<file path="config.mk">
export PLATFORM = sky130hd
export DESIGN_NAME = i2c_byte_master_flat
export DESIGN_NICKNAME = d
export VERILOG_FILES = /design/src/rtl/i2c_byte_master_if.sv /design/src/rtl/i2c_byte_master.sv /design/src/flat_wrapper.sv
export SDC_FILE = /design/constraint.sdc
export NUM_CORES = 1
export LEC_CHECK = 0
export ABC_AREA = 0
export BUFFER_PORTS_ARGS = -buffer_cell sky130_fd_sc_hd__buf_2
export CAP_MARGIN = 20
export CELL_PAD_IN_SITES_DETAIL_PLACEMENT = 0
export CELL_PAD_IN_SITES_GLOBAL_PLACEMENT = 1
export CORE_MARGIN = 2
export CORE_UTILIZATION = 30
export CTS_BUF_LIST = sky130_fd_sc_hd__clkbuf_4 sky130_fd_sc_hd__clkbuf_8
export DETAILED_ROUTE_END_ITERATION = 8
export PLACE_DENSITY = 0.65
export SYNTH_ARGS = -nofsm -noshare
export SYNTH_HDL_FRONTEND = slang
export SYNTH_SLANG_ARGS = --single-unit
export TNS_END_PERCENT = 100
</file>
<file path="constraint.sdc">
create_clock -name clk -period 4.75 [get_ports clk]
set_clock_uncertainty 0.15 [all_clocks]
set_input_delay 0.475 -clock clk [delete_from_list [all_inputs] [get_ports clk]]
set_output_delay 0.475 -clock clk [all_outputs]
set_load 0.005 [all_outputs]
</file>
<file path="src/rtl/i2c_byte_master_if.sv">
// Command/response handshake and open-drain line controls of the I2C byte master.
// The master modport is the engine side; the slave modport is the client driving commands.
interface i2c_byte_master_if;
  logic       cmd_valid;
  logic       cmd_ready;
  logic [2:0] cmd_op;
  logic [7:0] cmd_wdata;
  logic       rsp_valid;
  logic [7:0] rsp_rdata;
  logic       rsp_ack;
  logic       rsp_err;
  logic       bus_held;
  logic       scl_o;
  logic       sda_oe;
  logic       sda_i;

  modport master (
    input  cmd_valid, cmd_op, cmd_wdata, sda_i,
    output cmd_ready, rsp_valid, rsp_rdata, rsp_ack, rsp_err, bus_held, scl_o, sda_oe
  );

  modport slave (
    output cmd_valid, cmd_op, cmd_wdata, sda_i,
    input  cmd_ready, rsp_valid, rsp_rdata, rsp_ack, rsp_err, bus_held, scl_o, sda_oe
  );
endinterface

</file>
<file path="src/rtl/i2c_byte_master.sv">
// I2C byte-level master: runs one START/STOP/WRITE/READ command at a time, each bit split
// into four CLK_DIV-long quarter phases. SCL/SDA are open-drain controls (released = 1/0).
module i2c_byte_master #(
  parameter int CLK_DIV        = 100,
  parameter int I2C_DATA_WIDTH = 8
) (
  input logic               clk,
  input logic               rst_n,
  i2c_byte_master_if.master bus
);
  localparam int            CW      = $clog2(CLK_DIV);
  localparam logic [CW-1:0] CNT_MAX = CW'(CLK_DIV - 1);
  localparam logic [3:0]    ACK_BIT = 4'(I2C_DATA_WIDTH);

  typedef enum logic [2:0] {IDLE, START, BIT, STOP, ERR} state_t;
  typedef enum logic [2:0] {
    OP_START = 3'd0, OP_STOP = 3'd1, OP_WRITE = 3'd2, OP_READ_ACK = 3'd3, OP_READ_NACK = 3'd4
  } op_t;

  state_t        state, nxt_state;
  op_t           op, nxt_op;
  logic [1:0]    qtr, nxt_qtr;
  logic [CW-1:0] cnt, nxt_cnt;
  logic [3:0]    bit_cnt, nxt_bit;
  logic [6:0]    wsh, nxt_wsh;
  logic [7:0]    rsh, nxt_rsh;
  logic          ack_s, nxt_ack;
  logic          nxt_scl, nxt_sda, nxt_held;
  logic          nxt_rvalid, nxt_rack, nxt_rerr;
  logic [7:0]    nxt_rdata;
  logic          phase_end;
  logic          accept;

  assign bus.cmd_ready = (state == IDLE) && !bus.rsp_valid;
  assign accept        = bus.cmd_valid && bus.cmd_ready;
  assign phase_end     = (cnt == CNT_MAX);

  always_comb begin
    nxt_state  = state;
    nxt_op     = op;
    nxt_qtr    = qtr;
    nxt_cnt    = cnt;
    nxt_bit    = bit_cnt;
    nxt_wsh    = wsh;
    nxt_rsh    = rsh;
    nxt_ack    = ack_s;
    nxt_scl    = bus.scl_o;
    nxt_sda    = bus.sda_oe;
    nxt_held   = bus.bus_held;
    nxt_rvalid = 1'b0;
    nxt_rdata  = bus.rsp_rdata;
    nxt_rack   = bus.rsp_ack;
    nxt_rerr   = bus.rsp_err;

    if (state == START || state == BIT || state == STOP) begin
      nxt_cnt = phase_end ? '0 : cnt + 1'b1;
      if (phase_end) nxt_qtr = qtr + 2'd1;
    end

    case (state)
      IDLE: begin
        if (accept) begin
          nxt_cnt   = '0;
          nxt_qtr   = '0;
          nxt_bit   = '0;
          nxt_wsh   = bus.cmd_wdata[6:0];
          nxt_state = ERR;
          case (bus.cmd_op)
            OP_START: begin
              nxt_op    = OP_START;
              nxt_state = START;
              nxt_sda   = 1'b0;
            end
            OP_STOP: if (bus.bus_held) begin
              nxt_op    = OP_STOP;
              nxt_state = STOP;
              nxt_sda   = 1'b1;
            end
            OP_WRITE: if (bus.bus_held) begin
              nxt_op    = OP_WRITE;
              nxt_state = BIT;
              nxt_sda   = ~bus.cmd_wdata[7];
            end
            OP_READ_ACK, OP_READ_NACK: if (bus.bus_held) begin
              nxt_op    = (bus.cmd_op == OP_READ_ACK) ? OP_READ_ACK : OP_READ_NACK;
              nxt_state = BIT;
              nxt_sda   = 1'b0;
            end
            default: nxt_state = ERR;
          endcase
        end
      end
      ERR: begin
        nxt_state  = IDLE;
        nxt_rvalid = 1'b1;
        nxt_rerr   = 1'b1;
        nxt_rack   = 1'b0;
      end
      START: if (phase_end) begin
        case (qtr)
          2'd0: nxt_scl = 1'b1;
          2'd1: nxt_sda = 1'b1;
          2'd2: nxt_scl = 1'b0;
          default: begin
            nxt_state  = IDLE;
            nxt_held   = 1'b1;
            nxt_rvalid = 1'b1;
            nxt_rerr   = 1'b0;
            nxt_rack   = 1'b0;
          end
        endcase
      end
      BIT: if (phase_end) begin
        case (qtr)
          2'd0: ;
          2'd1: nxt_scl = 1'b1;
          2'd2: begin
            if (bit_cnt == ACK_BIT) nxt_ack = ~bus.sda_i;
            else                    nxt_rsh = {rsh[6:0], bus.sda_i};
          end
          default: begin
            nxt_scl = 1'b0;
            if (bit_cnt == ACK_BIT) begin
              nxt_state  = IDLE;
              nxt_rvalid = 1'b1;
              nxt_rerr   = 1'b0;
              nxt_rack   = (op == OP_WRITE) && ack_s;
              if (op != OP_WRITE) nxt_rdata = rsh;
            end else begin
              // SDA for the next bit changes on the same edge that pulls SCL low
              nxt_bit = bit_cnt + 4'd1;
              if (nxt_bit == ACK_BIT) begin
                nxt_sda = (op == OP_READ_ACK);
              end else if (op == OP_WRITE) begin
                nxt_sda = ~wsh[6];
                nxt_wsh = {wsh[5:0], 1'b0};
              end else begin
                nxt_sda = 1'b0;
              end
            end
          end
        endcase
      end
      STOP: if (phase_end) begin
        case (qtr)
          2'd0: nxt_scl = 1'b1;
          2'd1: ;
          2'd2: nxt_sda = 1'b0;
          default: begin
            nxt_state  = IDLE;
            nxt_held   = 1'b0;
            nxt_rvalid = 1'b1;
            nxt_rerr   = 1'b0;
            nxt_rack   = 1'b0;
          end
        endcase
      end
      default: nxt_state = IDLE;
    endcase
  end

  always_ff @(posedge clk or negedge rst_n) begin
    if (!rst_n) begin
      state         <= IDLE;
      op            <= OP_START;
      qtr           <= '0;
      cnt           <= '0;
      bit_cnt       <= '0;
      wsh           <= '0;
      rsh           <= '0;
      ack_s         <= 1'b0;
      bus.scl_o     <= 1'b1;
      bus.sda_oe    <= 1'b0;
      bus.bus_held  <= 1'b0;
      bus.rsp_valid <= 1'b0;
      bus.rsp_rdata <= '0;
      bus.rsp_ack   <= 1'b0;
      bus.rsp_err   <= 1'b0;
    end else begin
      state         <= nxt_state;
      op            <= nxt_op;
      qtr           <= nxt_qtr;
      cnt           <= nxt_cnt;
      bit_cnt       <= nxt_bit;
      wsh           <= nxt_wsh;
      rsh           <= nxt_rsh;
      ack_s         <= nxt_ack;
      bus.scl_o     <= nxt_scl;
      bus.sda_oe    <= nxt_sda;
      bus.bus_held  <= nxt_held;
      bus.rsp_valid <= nxt_rvalid;
      bus.rsp_rdata <= nxt_rdata;
      bus.rsp_ack   <= nxt_rack;
      bus.rsp_err   <= nxt_rerr;
    end
  end
endmodule

</file>
<file path="src/flat_wrapper.sv">
// flat-port wrapper written by rule: the top's interface ports become plain ports
module i2c_byte_master_flat 
#(
  parameter int CLK_DIV        = 100,
  parameter int I2C_DATA_WIDTH = 8
)
  (clk, rst_n, bus_cmd_valid, bus_cmd_op, bus_cmd_wdata, bus_sda_i, bus_cmd_ready, bus_rsp_valid, bus_rsp_rdata, bus_rsp_ack, bus_rsp_err, bus_bus_held, bus_scl_o, bus_sda_oe);
  i2c_byte_master_if bus_i ();
  input logic clk;
  input logic rst_n;
  input wire logic [$bits(bus_i.cmd_valid)-1:0] bus_cmd_valid;
  input wire logic [$bits(bus_i.cmd_op)-1:0] bus_cmd_op;
  input wire logic [$bits(bus_i.cmd_wdata)-1:0] bus_cmd_wdata;
  input wire logic [$bits(bus_i.sda_i)-1:0] bus_sda_i;
  output wire logic [$bits(bus_i.cmd_ready)-1:0] bus_cmd_ready;
  output wire logic [$bits(bus_i.rsp_valid)-1:0] bus_rsp_valid;
  output wire logic [$bits(bus_i.rsp_rdata)-1:0] bus_rsp_rdata;
  output wire logic [$bits(bus_i.rsp_ack)-1:0] bus_rsp_ack;
  output wire logic [$bits(bus_i.rsp_err)-1:0] bus_rsp_err;
  output wire logic [$bits(bus_i.bus_held)-1:0] bus_bus_held;
  output wire logic [$bits(bus_i.scl_o)-1:0] bus_scl_o;
  output wire logic [$bits(bus_i.sda_oe)-1:0] bus_sda_oe;
  assign bus_i.cmd_valid = bus_cmd_valid;
  assign bus_i.cmd_op = bus_cmd_op;
  assign bus_i.cmd_wdata = bus_cmd_wdata;
  assign bus_i.sda_i = bus_sda_i;
  assign bus_cmd_ready = bus_i.cmd_ready;
  assign bus_rsp_valid = bus_i.rsp_valid;
  assign bus_rsp_rdata = bus_i.rsp_rdata;
  assign bus_rsp_ack = bus_i.rsp_ack;
  assign bus_rsp_err = bus_i.rsp_err;
  assign bus_bus_held = bus_i.bus_held;
  assign bus_scl_o = bus_i.scl_o;
  assign bus_sda_oe = bus_i.sda_oe;
  i2c_byte_master #(.CLK_DIV(CLK_DIV), .I2C_DATA_WIDTH(I2C_DATA_WIDTH)) u_core (.clk(clk), .rst_n(rst_n), .bus(bus_i));
endmodule
</file>
* Word level (Yosys, flattened, before mapping)
Index checks and enable logic that the tools add are counted.
Word-level totals: ROM bits 0, bits of input ports 15, register bits 49, logic and storage cells 171, memories 0, RAM bits 0, latch bits 0
Cells by class: bitwise gates (word level) 5, reduce and logical (&&, ||, !) cells 31, divide/modulo/power cells 0, magnitude comparators 0, add/sub/neg operators 3, multipliers 0, mux-type cells 76, shift operators 0, equality and inequality tests 41
Operators by type and width (number):
- $mux W7 | 10
- $mux W3 | 12
- $mux W1 | 32
- $ne A2 B2 Y1 const B | 12
- $eq A3 B2 Y1 const B | 6
- $pmux W3 S3 | 2
- $reduce_and A6 Y1 | 3
- $mux W4 | 4
- $ne A2 B1 Y1 const B | 8
- $reduce_and A5 Y1 | 3
- $pmux W7 S2 | 1
- $reduce_and A7 Y1 | 2
- $reduce_and A13 Y1 | 1
- $ne A3 B2 Y1 const B | 4
- $pmux W1 S3 | 4
- $pmux W3 S4 | 1
- $eq A4 B4 Y1 const B | 2
- $mux W2 | 4
- $pmux W1 S4 | 2
- $pmux W4 S2 | 1
- $reduce_and A4 Y1 | 2
- $reduce_bool A4 Y1 | 2
- $add A7 B1 Y7 const B | 1
- $eq A7 B7 Y1 const B | 1
- other kinds (19) | 36

* Logic depth before layout (Yosys ltp)
Gate-level depths: netlist of the first run.
word-level depth 7, gate-level depth with buffers 7

* Worst setup path after synthesis of the first run
Ideal clock, no wire load.
kind register to register, from register u_core.cnt[0], to register u_core.wsh[1], arrival time 2.227 ns, setup slack 2.248 ns, cell stages (with the launch flop) 8, library setup time 0.125 ns, required time 4.475 ns, clock period less this slack 2.502 ns, cell sequence dfrtp_1 -> ha_1 -> nand4b_4 -> or4b_4 -> buf_6 -> a211oi_4 -> o21ai_4 -> mux2_4
On the way: longest elaborated chain between the ends 3
Ends and longest elaborated chain:
- from (decl) | RTL line i2c_byte_master.sv:23 | logic [CW-1:0] cnt, nxt_cnt;
- from (signal assigned) | RTL line i2c_byte_master.sv:183 | cnt <= nxt_cnt;
- $eq A7 B7 Y1 | RTL line i2c_byte_master.sv:36 | assign phase_end = (cnt == CNT_MAX);
- $ne A2 B1 Y1 (no source line)
- $reduce_and A7 Y1 (no source line)
- to (signal assigned) | RTL line i2c_byte_master.sv:185 | wsh <= nxt_wsh;
- to (decl) | RTL line i2c_byte_master.sv:25 | logic [6:0] wsh, nxt_wsh;
Every way passes these cells. A chain may end at the register's enable or synchronous reset.

* Worst setup path in the final report of the first run
from register u_core.state[1], to register u_core.bus.rsp_rdata[7]
On the way: longest elaborated chain between the ends 2
Ends and longest elaborated chain:
- from (decl) | RTL line i2c_byte_master.sv:20 | state_t state, nxt_state;
- from (signal assigned) | RTL line i2c_byte_master.sv:180 | state <= nxt_state;
- $eq A3 B2 Y1 | RTL line i2c_byte_master.sv:60 | case (state)
- $reduce_and A5 Y1 (no source line)
- to (signal assigned) | RTL line i2c_byte_master.sv:192 | bus.rsp_rdata <= nxt_rdata;
- to (decl) | RTL line i2c_byte_master_if.sv:19 | output cmd_ready, rsp_valid, rsp_rdata, rsp_ack, rsp_err, bus_held, scl_o, sda_oe
Every way passes these cells.

==> results.txt, run 1 <==
Core Area - 0.00830 mm2
Slowest-stage cell, CP - dfrtp_1
worst-case clock buffer depth - 2
Crit Path Class - reg -> reg
Final min period - 2.74 ns
final non-filler cell total - 376
distinct cell type count after synthesis - 50
Antenna Nets Post-Route - 0
CTS Buf Count - 5
crit-path max FO - 15
Post-CTS Hold Fix Bufs - 0
Synth Net Count - 264
H-tree level count - 2
post-CTS setup buffer count - 0
first-pass GRT wire length - 9.39 mm
Die Span Y - 96.8 um
Pwr Density - 371 mW/mm2
ys flop type - dfrtp_1
setup violators final - 0
initial DRC count - 100
CP Buf/Inv Count - 0
yosys warns - 0
status - finished, final reports clean
vias - 1858
Crit path max-delay family - simple AND/OR/NAND/NOR gates
I/O Buffers - 29
WL final - 5.42 mm
Min-Delay Path Class - in -> async
GP Congestion - 0.759
vias in the first global route - 1805
initial antenna violation count - 0
VDD IR max - 0.156 mV
Tot GR Track Use - 12.4%
DRC violations left - 0
FFs w/ async S/R, synth - 100%
Sequential Area - 0.00123 mm2
critical path cell sequence - nor2b_1 -> nand2b_1 -> nor4_4 -> mux2_2
CTS root buf - clkbuf_8
largest net degree at the start of global routing - 50
RSZ-0062 raised after global routing - false
ANT cells - 0
fin. max-slew vios - 0
sequential area share after synthesis - 47.5%
post_cts resized - 0
synthesized area - 0.00258 mm2
fmax - 365 MHz
initial core utilization - 31.1%
Yosys reg bits - 49
# rows - 33
layout cells sized above 1 - 28.4%
Syn Area/Cell - 10.7 um2
WL/cell - 14.4 um
die area - 0.00938 mm2
clock-pin slew on the worst setup and hold paths - 0.09 ns
GRT overflow - 0
Post-synth EDFFs - 0
endpoints failing hold - 0
setup_tns - 0 ns
Tightest Pin Transition - 0.641 ns
footprint of the multi-input gates - 0.00129 mm2
Filler cells - 846
Skew-Pair Late Insertion Delay - 0.30 ns
worst rel slew slack - 57.3%
Die W - 96.8 um
Max-Cap Viols - 0
Mapped Cells - 242
CP Launch Type - flop
fin crit share - 57.7%
routed vias/inst - 4.94
required time worst endpoint - 4.79 ns
Pleak - 1.41 nW
slowest stage delay, CP - 0.65 ns
drt pass-1 iters - 4
CTS Sinks - 49
critical path arrival - 2.78 ns
hpwl dp - 3.89 mm
area delta synth->final - 14.0%
# IOs - 30
Power, Total - 1.09 mW
# nets final - 292
CP endpoint kind - flop
CTS tree - built
placed cell count - 368
==> cell usage after synthesis (2+ instances only) <==
| cell type | instances | area share, % |
|---|---|---|
| ha_1 | 7 | 3.4 |
| o21ai_0 | 16 | 3.1 |
| xor2_1 | 5 | 1.7 |
| inv_1 | 7 | 1.0 |
| or2_2 | 2 | 0.48 |
| nor2_1 | 19 | 2.8 |
| and3_1 | 2 | 0.48 |
| a21oi_1 | 8 | 1.5 |
| nor3_1 | 4 | 0.77 |
| nand2b_1 | 5 | 1.2 |
| nand3_1 | 6 | 1.2 |
| a22o_1 | 2 | 0.68 |
| clkbuf_1 | 8 | 1.2 |
| xnor2_1 | 4 | 1.4 |
| mux2_2 | 20 | 8.7 |
| dfrtp_1 | 48 | 46 |
| mux2i_1 | 5 | 1.9 |
| mux2_4 | 6 | 3.5 |
| nand4_1 | 5 | 1.2 |
| o31ai_1 | 2 | 0.58 |
| a31oi_1 | 2 | 0.48 |
| nor2b_1 | 2 | 0.48 |
| nand2_1 | 30 | 4.4 |
==> area by class of cell <==
| type | instances | share of cell area [%] |
|---|---|---|
| clock buffer | 5 | 2.34 |
| clock inverter | 3 | 1.57 |
| inverter | 7 | 0.892 |
| multi-input combinational | 176 | 43.7 |
| sequential | 49 | 41.7 |
| tap | 105 | 4.46 |
| timing repair buffer | 31 | 5.44 |
==> sequential cells by signal, summed over array words and instances (netlist names) <==
register	flops
u_core.bit_cnt	4
u_core.bus.rsp_ack	1
u_core.bus.rsp_rdata	8
u_core.qtr	2
u_core.bus.sda_oe	1
u_core.bus.bus_held	1
u_core.op	3
u_core.cnt	7
u_core.wsh	7
u_core.state	3
u_core.rsh	8
u_core.bus.rsp_err	1
u_core.ack_s	1
u_core.bus.scl_o	1
u_core.bus.rsp_valid	1
==> report_power, final <==
| group | switching (mW) | leakage, nW | internal, mW |
|---|---|---|---|
| registers | 0.0520 | 0.651 | 0.467 |
| clock network | 0.145 | 0.0543 | 0.158 |
| logic | 0.136 | 0.706 | 0.136 |
| total | 0.333 | 1.41 | 0.760 |
==> through the flow <==
| step | setup slack [ns] | util [%] | cell area [um2] | hold WS (ns) |
|---|---|---|---|---|
| 6_report | 2.01 | 35.5 | 2950 | 0.103 |
| 5_1_grt | 1.79 | 35.5 | 2950 | 0.156 |
| 4_1_cts | 2.00 | 35.5 | 2950 | 0.141 |
| 3_5_place_dp | 2.01 | 34.1 | 2830 | 0.328 |
| 3_3_place_gp | 2.09 | 34.1 | 2830 | 0.320 |
| 2_1_floorplan | 2.25 | - | 2580 | 0.0294 |
==> path summary, 6_finish.rpt <==
path / start / to / slack [ns] / cells past startpoint
worst min register to register: u_core.ack_s / u_core.ack_s / 0.35 / 2
max in group asynchronous: rst_n / u_core.op[2] / 3.92 / 2
worst max register to register: u_core.state[1] / u_core.bus.rsp_rdata[7] / 2.01 / 4
worst min-delay path: rst_n / u_core.bus.rsp_rdata[4] / 0.10 / 2
worst max-delay path: u_core.state[1] / u_core.bus.rsp_rdata[7] / 2.01 / 4
min in group clk: bus_sda_i / u_core.ack_s / 0.23 / 2
==> cells in the final DEF, fill, tap and decap left out, types with 4 or more instances in the layout <==
| cell | count |
|---|---|
| a21oi_1 | 8 |
| nand3_1 | 6 |
| clkbuf_8 | 5 |
| nand4_1 | 5 |
| xnor2_1 | 4 |
| nand2_1 | 30 |
| inv_1 | 7 |
| buf_2 | 29 |
| ha_1 | 7 |
| mux2i_1 | 5 |
| nand2b_1 | 5 |
| nor3_1 | 4 |
| xor2_1 | 5 |
| nor2_1 | 19 |
| dfrtp_1 | 48 |
| mux2_4 | 6 |
| mux2_2 | 20 |
| o21ai_0 | 16 |
==> metal layers <==
layer / track usage (%) / vias up / share of wire [%]
met3: 2.67 / 0 / 4.4
met5: 0 / - / 0
met4: 3.25 / 0 / 0
li1: - / 910 / -
met1: 17.8 / 908 / 50
met2: 19.0 / 40 / 46
==> cells by family after synthesis <==
kind of cell             share of synthesized area, %
AO/OA/AOI/OAI                                    11.2
flip-flops                                       47.5
AND/OR/NAND/NOR                                  18.0
adder cells (fa/ha/maj)                          3.39
XOR/XNOR                                         3.05
buffers and inverters                            2.76
multiplexers                                     14.1
Power figures use the tool's default switching activity.
==> run 2: changes to the inputs <==
- PLACE_DENSITY: 0.65 -> 0.67
- clock period: 4.75 -> 2.52 ns (I/O delays scaled with it)
==> results.txt, run 2 (synthesis gave the netlist of run 1 again) <==
status - finished, final reports clean (unchanged)
VDD IR max - 0.265 mV (was 0.156 mV)
internal power - 1.41 mW (was 0.760 mW)
Reg power frac - 47.5% (was 47.4%)
Pleak - 1.48 nW (was 1.41 nW)
Die Span Y - 96.8 um (unchanged)
Tightest Pin Transition - 0.623 ns (was 0.641 ns)
Pwr Density - 672 mW/mm2 (was 371 mW/mm2)
drt pass-1 iters - 4 (unchanged)
Skew-Pair Late Insertion Delay - 0.30 ns (about the same)
initial core utilization - 31.1% (unchanged)
most common cell after layout, fill and taps aside - dfrtp_1 (unchanged)
placed cell areas - 0.00294 mm2 (was 0.00283 mm2)
WL/cell - 13.7 um (was 14.4 um)
crit-path max FO - 8 (was 15)
routed vias/inst - 4.83 (was 4.94)
fin crit share - 95.9% (was 57.7%)
fmax - 414 MHz (was 365 MHz)
Antenna Nets Post-Route - 0 (unchanged)
Tot GR Track Use - 11.7% (was 12.4%)
I/O Buffers - 29 (unchanged)
combinational share of power - 29.3% (was 24.9%)
final non-filler cell total - 392 (was 376)
RSZ-0062 raised after global routing - true (was false)
reg2reg setup slack - 0.10 ns (was 2.01 ns)
ANT cells - 0 (unchanged)
Post-Place Worst Slack - 0.0531 ns (was 2.01 ns)
first-pass GRT wire length - 9.25 mm (was 9.39 mm)
initial antenna violation count - 0 (unchanged)
fin. max-slew vios - 0 (unchanged)
required time worst endpoint - 2.56 ns (was 4.79 ns)
WL final - 5.39 mm (was 5.42 mm)
power share of the clock group - 23.3% (was 27.7%)
worst-case clock buffer depth - 2 (unchanged)
Crit Path Class - reg -> reg (unchanged)
CTS Buf Count - 5 (unchanged)
setup_tns - 0 ns (unchanged)
critical path arrival - 2.46 ns (was 2.78 ns)
vias - 1893 (was 1858)
most frequent cells in the layout - dfrtp_1, nand2_1, buf_2 (unchanged)
CP endpoint kind - flop (unchanged)
CTS root buf - clkbuf_8 (unchanged)
switching part of the total power - 31.5% (was 30.5%)
die area - 0.00938 mm2 (unchanged)
hpwl dp - 3.92 mm (was 3.89 mm)
DRC violations left - 0 (unchanged)
Die W - 96.8 um (unchanged)
# nets final - 308 (was 292)
crit path to - u_core.bus.rsp_rdata[0] (was u_core.bus.rsp_rdata[7])
area delta synth->final - 18.2% (was 14.0%)
CTS tree - built (unchanged)
CTS Sinks - 49 (unchanged)
initial DRC count - 109 (was 100)
setup violators final - 0 (unchanged)
Setup crit start - u_core.cnt[0] (was u_core.state[1])
layout cells sized above 1 - 32.1% (was 28.4%)
P_sw - 0.647 mW (was 0.333 mW)
worst rel slew slack - 58.4% (was 57.3%)
Reg2Reg Depth - 6 (was 4)
footprint of the multi-input gates - 0.00129 mm2 (about the same)
worst setup margin - 0.103 ns (was 2.01 ns)
Max-Cap Viols - 0 (unchanged)
# IOs - 30 (unchanged)
GP Congestion - 0.799 (was 0.759)
CP Launch Type - flop (unchanged)
Filler cells - 844 (was 846)
design area - 0.00306 mm2 (was 0.00295 mm2)
r2r startpoint - u_core.cnt[0] (was u_core.state[1])
clock-pin slew on the worst setup and hold paths - 0.09 ns (about the same)
largest net degree at the start of global routing - 50 (unchanged)
vias in the first global route - 1878 (was 1805)
worst r2r dst - u_core.bus.rsp_rdata[0] (was u_core.bus.rsp_rdata[7])
placed cell count - 382 (was 368)
Final min period - 2.42 ns (was 2.74 ns)
Sequential Area - 0.00123 mm2 (unchanged)
fin util - 36.8% (was 35.5%)
Min-Delay Path Class - in -> reg (was in -> async)
largest registers - u_core.bus.rsp_rdata: 8 flops, u_core.rsh: 8 flops (unchanged)
Core Area - 0.00830 mm2 (unchanged)
# rows - 33 (unchanged)
H-tree level count - 2 (unchanged)
endpoints failing hold - 0 (unchanged)
GRT overflow - 0 (unchanged)
==> run 2: changes by cell type in the layout (fill, tap and decap cells not counted) <==
| cell | previous run | this run |
|---|---|---|
| buf_4 | 2 | 15 |
| buf_6 | 0 | 1 |
| bufinv_16 | 1 | 0 |
| clkinv_4 | 1 | 0 |
| dlygate4sd3_1 | 0 | 2 |
| ha_1 | 7 | 6 |
| ha_2 | 0 | 1 |
| inv_6 | 0 | 2 |
==> run 2: cell type report <==
type,instances,share of cell area [%]
well taps,105,4.30
flip-flops and latches,49,40.2
inverters,7,0.860
clock inverters,3,0.819
clock buffers,5,2.25
multi-input cells,176,42.2
repair buffers,47,9.46
==> run 2: worst max-delay path, cell delays in order, from the launching register on <==
cell and delay (ns):
dfrtp_1 0.40, ha_2 0.23, nand4b_4 0.11, or4b_4 0.60
nor4_4 0.31, buf_6 0.17, mux2_2 0.33
==> run 2: routing by layer <==
layer,wire [um],vias to the layer above,track usage (%),part of all wire (%)
met3,189,4,2.60,3.5
met4,24,0,2.06,0.45
met2,2330,35,17.6,43
met5,0,-,0,0
met1,2840,914,17.5,53
li1,-,940,-,-
==> run 2: power by group through the flow <==
stage                     registers, mW  clock network (mW)  logic [mW]
after floorplan                   0.939                   0       0.419
final                             0.976               0.478       0.602
after global routing              0.989               0.543       0.660
after detailed placement          0.989                   0       0.601
after global placement            0.989                   0       0.595
after CTS                         0.973               0.504       0.606
==> run 2: per-stage QoR <==
step	total power, mW	hold WS, ns
6_report	2.06	0.0488
4_1_cts	2.08	0.0399
2_1_floorplan	1.36	-0.194
3_5_place_dp	1.59	0.252
3_3_place_gp	1.58	0.249
5_1_grt	2.19	0.0419
==> run 2: worst min-delay path by stage <==
| stage | to | cells past startpoint | slack [ns] | from |
|---|---|---|---|---|
| floorplan | u_core.ack_s | 0 | -0.19 | rst_n |
| global placement | u_core.rsh[4] | 2 | 0.25 | rst_n |
| detailed placement | u_core.rsh[4] | 2 | 0.25 | rst_n |
| CTS | u_core.wsh[0] | 2 | 0.04 | bus_cmd_wdata[0] |
| global route | u_core.wsh[0] | 2 | 0.04 | bus_cmd_wdata[0] |
| finish | u_core.wsh[0] | 2 | 0.05 | bus_cmd_wdata[0] |
==> run 2: what timing repair did <==
item                                    in CTS  in global routing
resized for setup                            0                  2
hold endpoints to repair                    49                  0
buffers inserted                             0                  0
endpoints found under the setup margin       0                 15
hold buffers                                 2                  0
==> run 3: changes to the inputs <==
- REMOVE_ABC_BUFFERS: default -> 1
==> results.txt, run 3 (synthesis gave the netlist of run 1 again) <==
CTS root buf - clkbuf_8 (unchanged)
ANT cells - 0 (unchanged)
met3 Track Usage GR - 2.89% (was 2.60%)
setup violators final - 0 (unchanged)
layout cells sized above 1 - 32.9% (was 32.1%)
reg2reg setup slack - 0.12 ns (was 0.10 ns)
die area - 0.00938 mm2 (unchanged)
Die Span Y - 96.8 um (unchanged)
Skew-Pair Late Insertion Delay - 0.31 ns (was 0.30 ns)
CP Launch Type - flop (unchanged)
r2r startpoint - u_core.cnt[0] (unchanged)
vias in the first global route - 1974 (was 1878)
design area - 0.00308 mm2 (was 0.00306 mm2)
setup_tns - 0 ns (unchanged)
most frequent cells in the layout - dfrtp_1, nand2_1, buf_2 (unchanged)
initial antenna violation count - 0 (unchanged)
worst r2r dst - u_core.bus.rsp_rdata[7] (was u_core.bus.rsp_rdata[0])
# IOs - 30 (unchanged)
CP endpoint kind - flop (unchanged)
clock-pin slew on the worst setup and hold paths - 0.10 ns (was 0.09 ns)
Slowest-stage cell, CP - or4b_4 (unchanged)
hpwl dp - 4.22 mm (was 3.92 mm)
Max-Cap Viols - 0 (unchanged)
Crit Path Class - reg -> reg (unchanged)
Tot GR Track Use - 12.7% (was 11.7%)
Core Area - 0.00830 mm2 (unchanged)
largest net degree at the start of global routing - 34 (was 50)
required time worst endpoint - 2.57 ns (was 2.56 ns)
slowest stage delay, CP - 0.57 ns (was 0.60 ns)
area delta synth->final - 19.1% (was 18.2%)
CTS Sinks - 49 (unchanged)
post-CTS setup buffer count - 0 (unchanged)
critical path arrival - 2.46 ns (about the same)
# rows - 33 (unchanged)
Min-Delay Path Class - in -> reg (unchanged)
most common cell after layout, fill and taps aside - dfrtp_1 (unchanged)
GRT overflow - 0 (unchanged)
Pleak - 1.49 nW (was 1.48 nW)
Final min period - 2.40 ns (was 2.42 ns)
critical path cell sequence - ha_2 -> nand4b_4 -> or4b_4 -> nor4_4 -> buf_6 -> mux2_2 (unchanged)
CTS Buf Count - 5 (unchanged)
largest registers - u_core.bus.rsp_rdata: 8 flops, u_core.rsh: 8 flops (unchanged)
fin. max-slew vios - 0 (unchanged)
GR peak layer - met2 (unchanged)
Reg2Reg Depth - 6 (unchanged)
Tightest Pin Transition - 0.726 ns (was 0.623 ns)
Hold Startpoint - bus_cmd_wdata[0] (unchanged)
WL final - 5.68 mm (was 5.39 mm)
Die W - 96.8 um (unchanged)
initial core utilization - 31.1% (unchanged)
CTS tree - built (unchanged)
GR Util met2 - 19.6% (was 17.6%)
RSZ-0062 raised after global routing - false (was true)
worst-case clock buffer depth - 2 (unchanged)
H-tree level count - 2 (unchanged)
placed cell areas - 0.00295 mm2 (was 0.00294 mm2)
GP Congestion - 0.762 (was 0.799)
Min-Delay Endpoint - u_core.wsh[0] (unchanged)
hold path cells - 2 (unchanged)
initial DRC count - 106 (was 109)
global-route track usage on met1 - 17.9% (was 17.5%)
fin crit share - 95.4% (was 95.9%)
worst rel slew slack - 51.6% (was 58.4%)
crit-path max FO - 8 (unchanged)
VDD IR max - 0.210 mV (was 0.265 mV)
WL/cell - 14.4 um (was 13.7 um)
endpoints failing hold - 0 (unchanged)
vias - 1947 (was 1893)
drt pass-1 iters - 4 (unchanged)
# nets final - 310 (was 308)
Filler cells - 852 (was 844)
routed vias/inst - 4.94 (was 4.83)
I/O Buffers - 29 (unchanged)
Antenna Nets Post-Route - 0 (unchanged)
fmax - 416 MHz (was 414 MHz)
first-pass GRT wire length - 9.78 mm (was 9.25 mm)
Pwr Density - 672 mW/mm2 (about the same)
DRC violations left - 0 (unchanged)
status - finished, final reports clean (unchanged)
run 3: cell count changes in the layout (fill, tap and decap cells not counted), sizes merged:
cell	delta
clkinv	+1
buf	+2
inv	-1
run 3: layout make-up:
cell class,count,area [um2],share of cell area (%)
Clock buffer,5,68.8,2.24
Clock inverter,3,25.0,0.813
Inverter,7,26.3,0.854
Multi-Input combinational cell,176,1290,42.1
Sequential cell,49,1230,39.9
Tap cell,105,131,4.27
Timing Repair Buffer,49,304,9.88
run 3: worst max-delay path by stage:
stage,start,to,slack [ns],cells after the start
floorplan,u_core.state[1],u_core.wsh[1],0.05,5
global placement,u_core.cnt[0],u_core.bus.rsp_rdata[5],0.09,6
detailed placement,u_core.cnt[0],u_core.bus.rsp_rdata[7],0.06,6
CTS,u_core.cnt[0],u_core.bus.rsp_rdata[7],0.04,6
global route,u_core.cnt[0],u_core.bus.rsp_rdata[7],0.03,6
finish,u_core.cnt[0],u_core.bus.rsp_rdata[7],0.12,6
run 3: critical path: cells and delay by family (launching register included):
family                   cells  cell delay [ns]
AND/OR/NAND/NOR              3             0.99
adder cells (fa/ha/maj)      1             0.23
buffers and inverters        1             0.18
multiplexers                 1             0.34
flip-flops                   1             0.40
run 3: power breakdown:
part           switching (mW)  leakage [nW]  internal [mW]
Clock                   0.288        0.0447          0.201
Sequential             0.0862         0.651          0.880
Combinational           0.284         0.795          0.329
run 3: per-stage QoR:
step                      total power [mW]  cells  setup WS, ns  hold slack (ns)  utilization (%)
after global routing                  2.19    394        0.0292           0.0450             37.1
final                                 2.07    394         0.115           0.0455             37.1
after global placement                1.58    384        0.0941            0.203             35.6
after floorplan                       1.34    232        0.0527           -0.194                -
after detailed placement              1.59    384        0.0607            0.203             35.6
after CTS                             2.08    394        0.0392           0.0392             36.9
run 3: routing by layer:
layer  vias up  part of all wire [%]  wire [um]
met5         -                     0          0
met4         0                  0.78         44
li1        953                     -          -
met3         4                   3.7        210
met2        40                    46       2590
met1       950                    50       2830
run 3: timing repair:
item                                   4_1_cts  5_1_grt
hold buffers                                 2        0
endpoints found under the hold margin       31        0
setup endpoints to repair                    0       16
gates resized for setup                      0        3
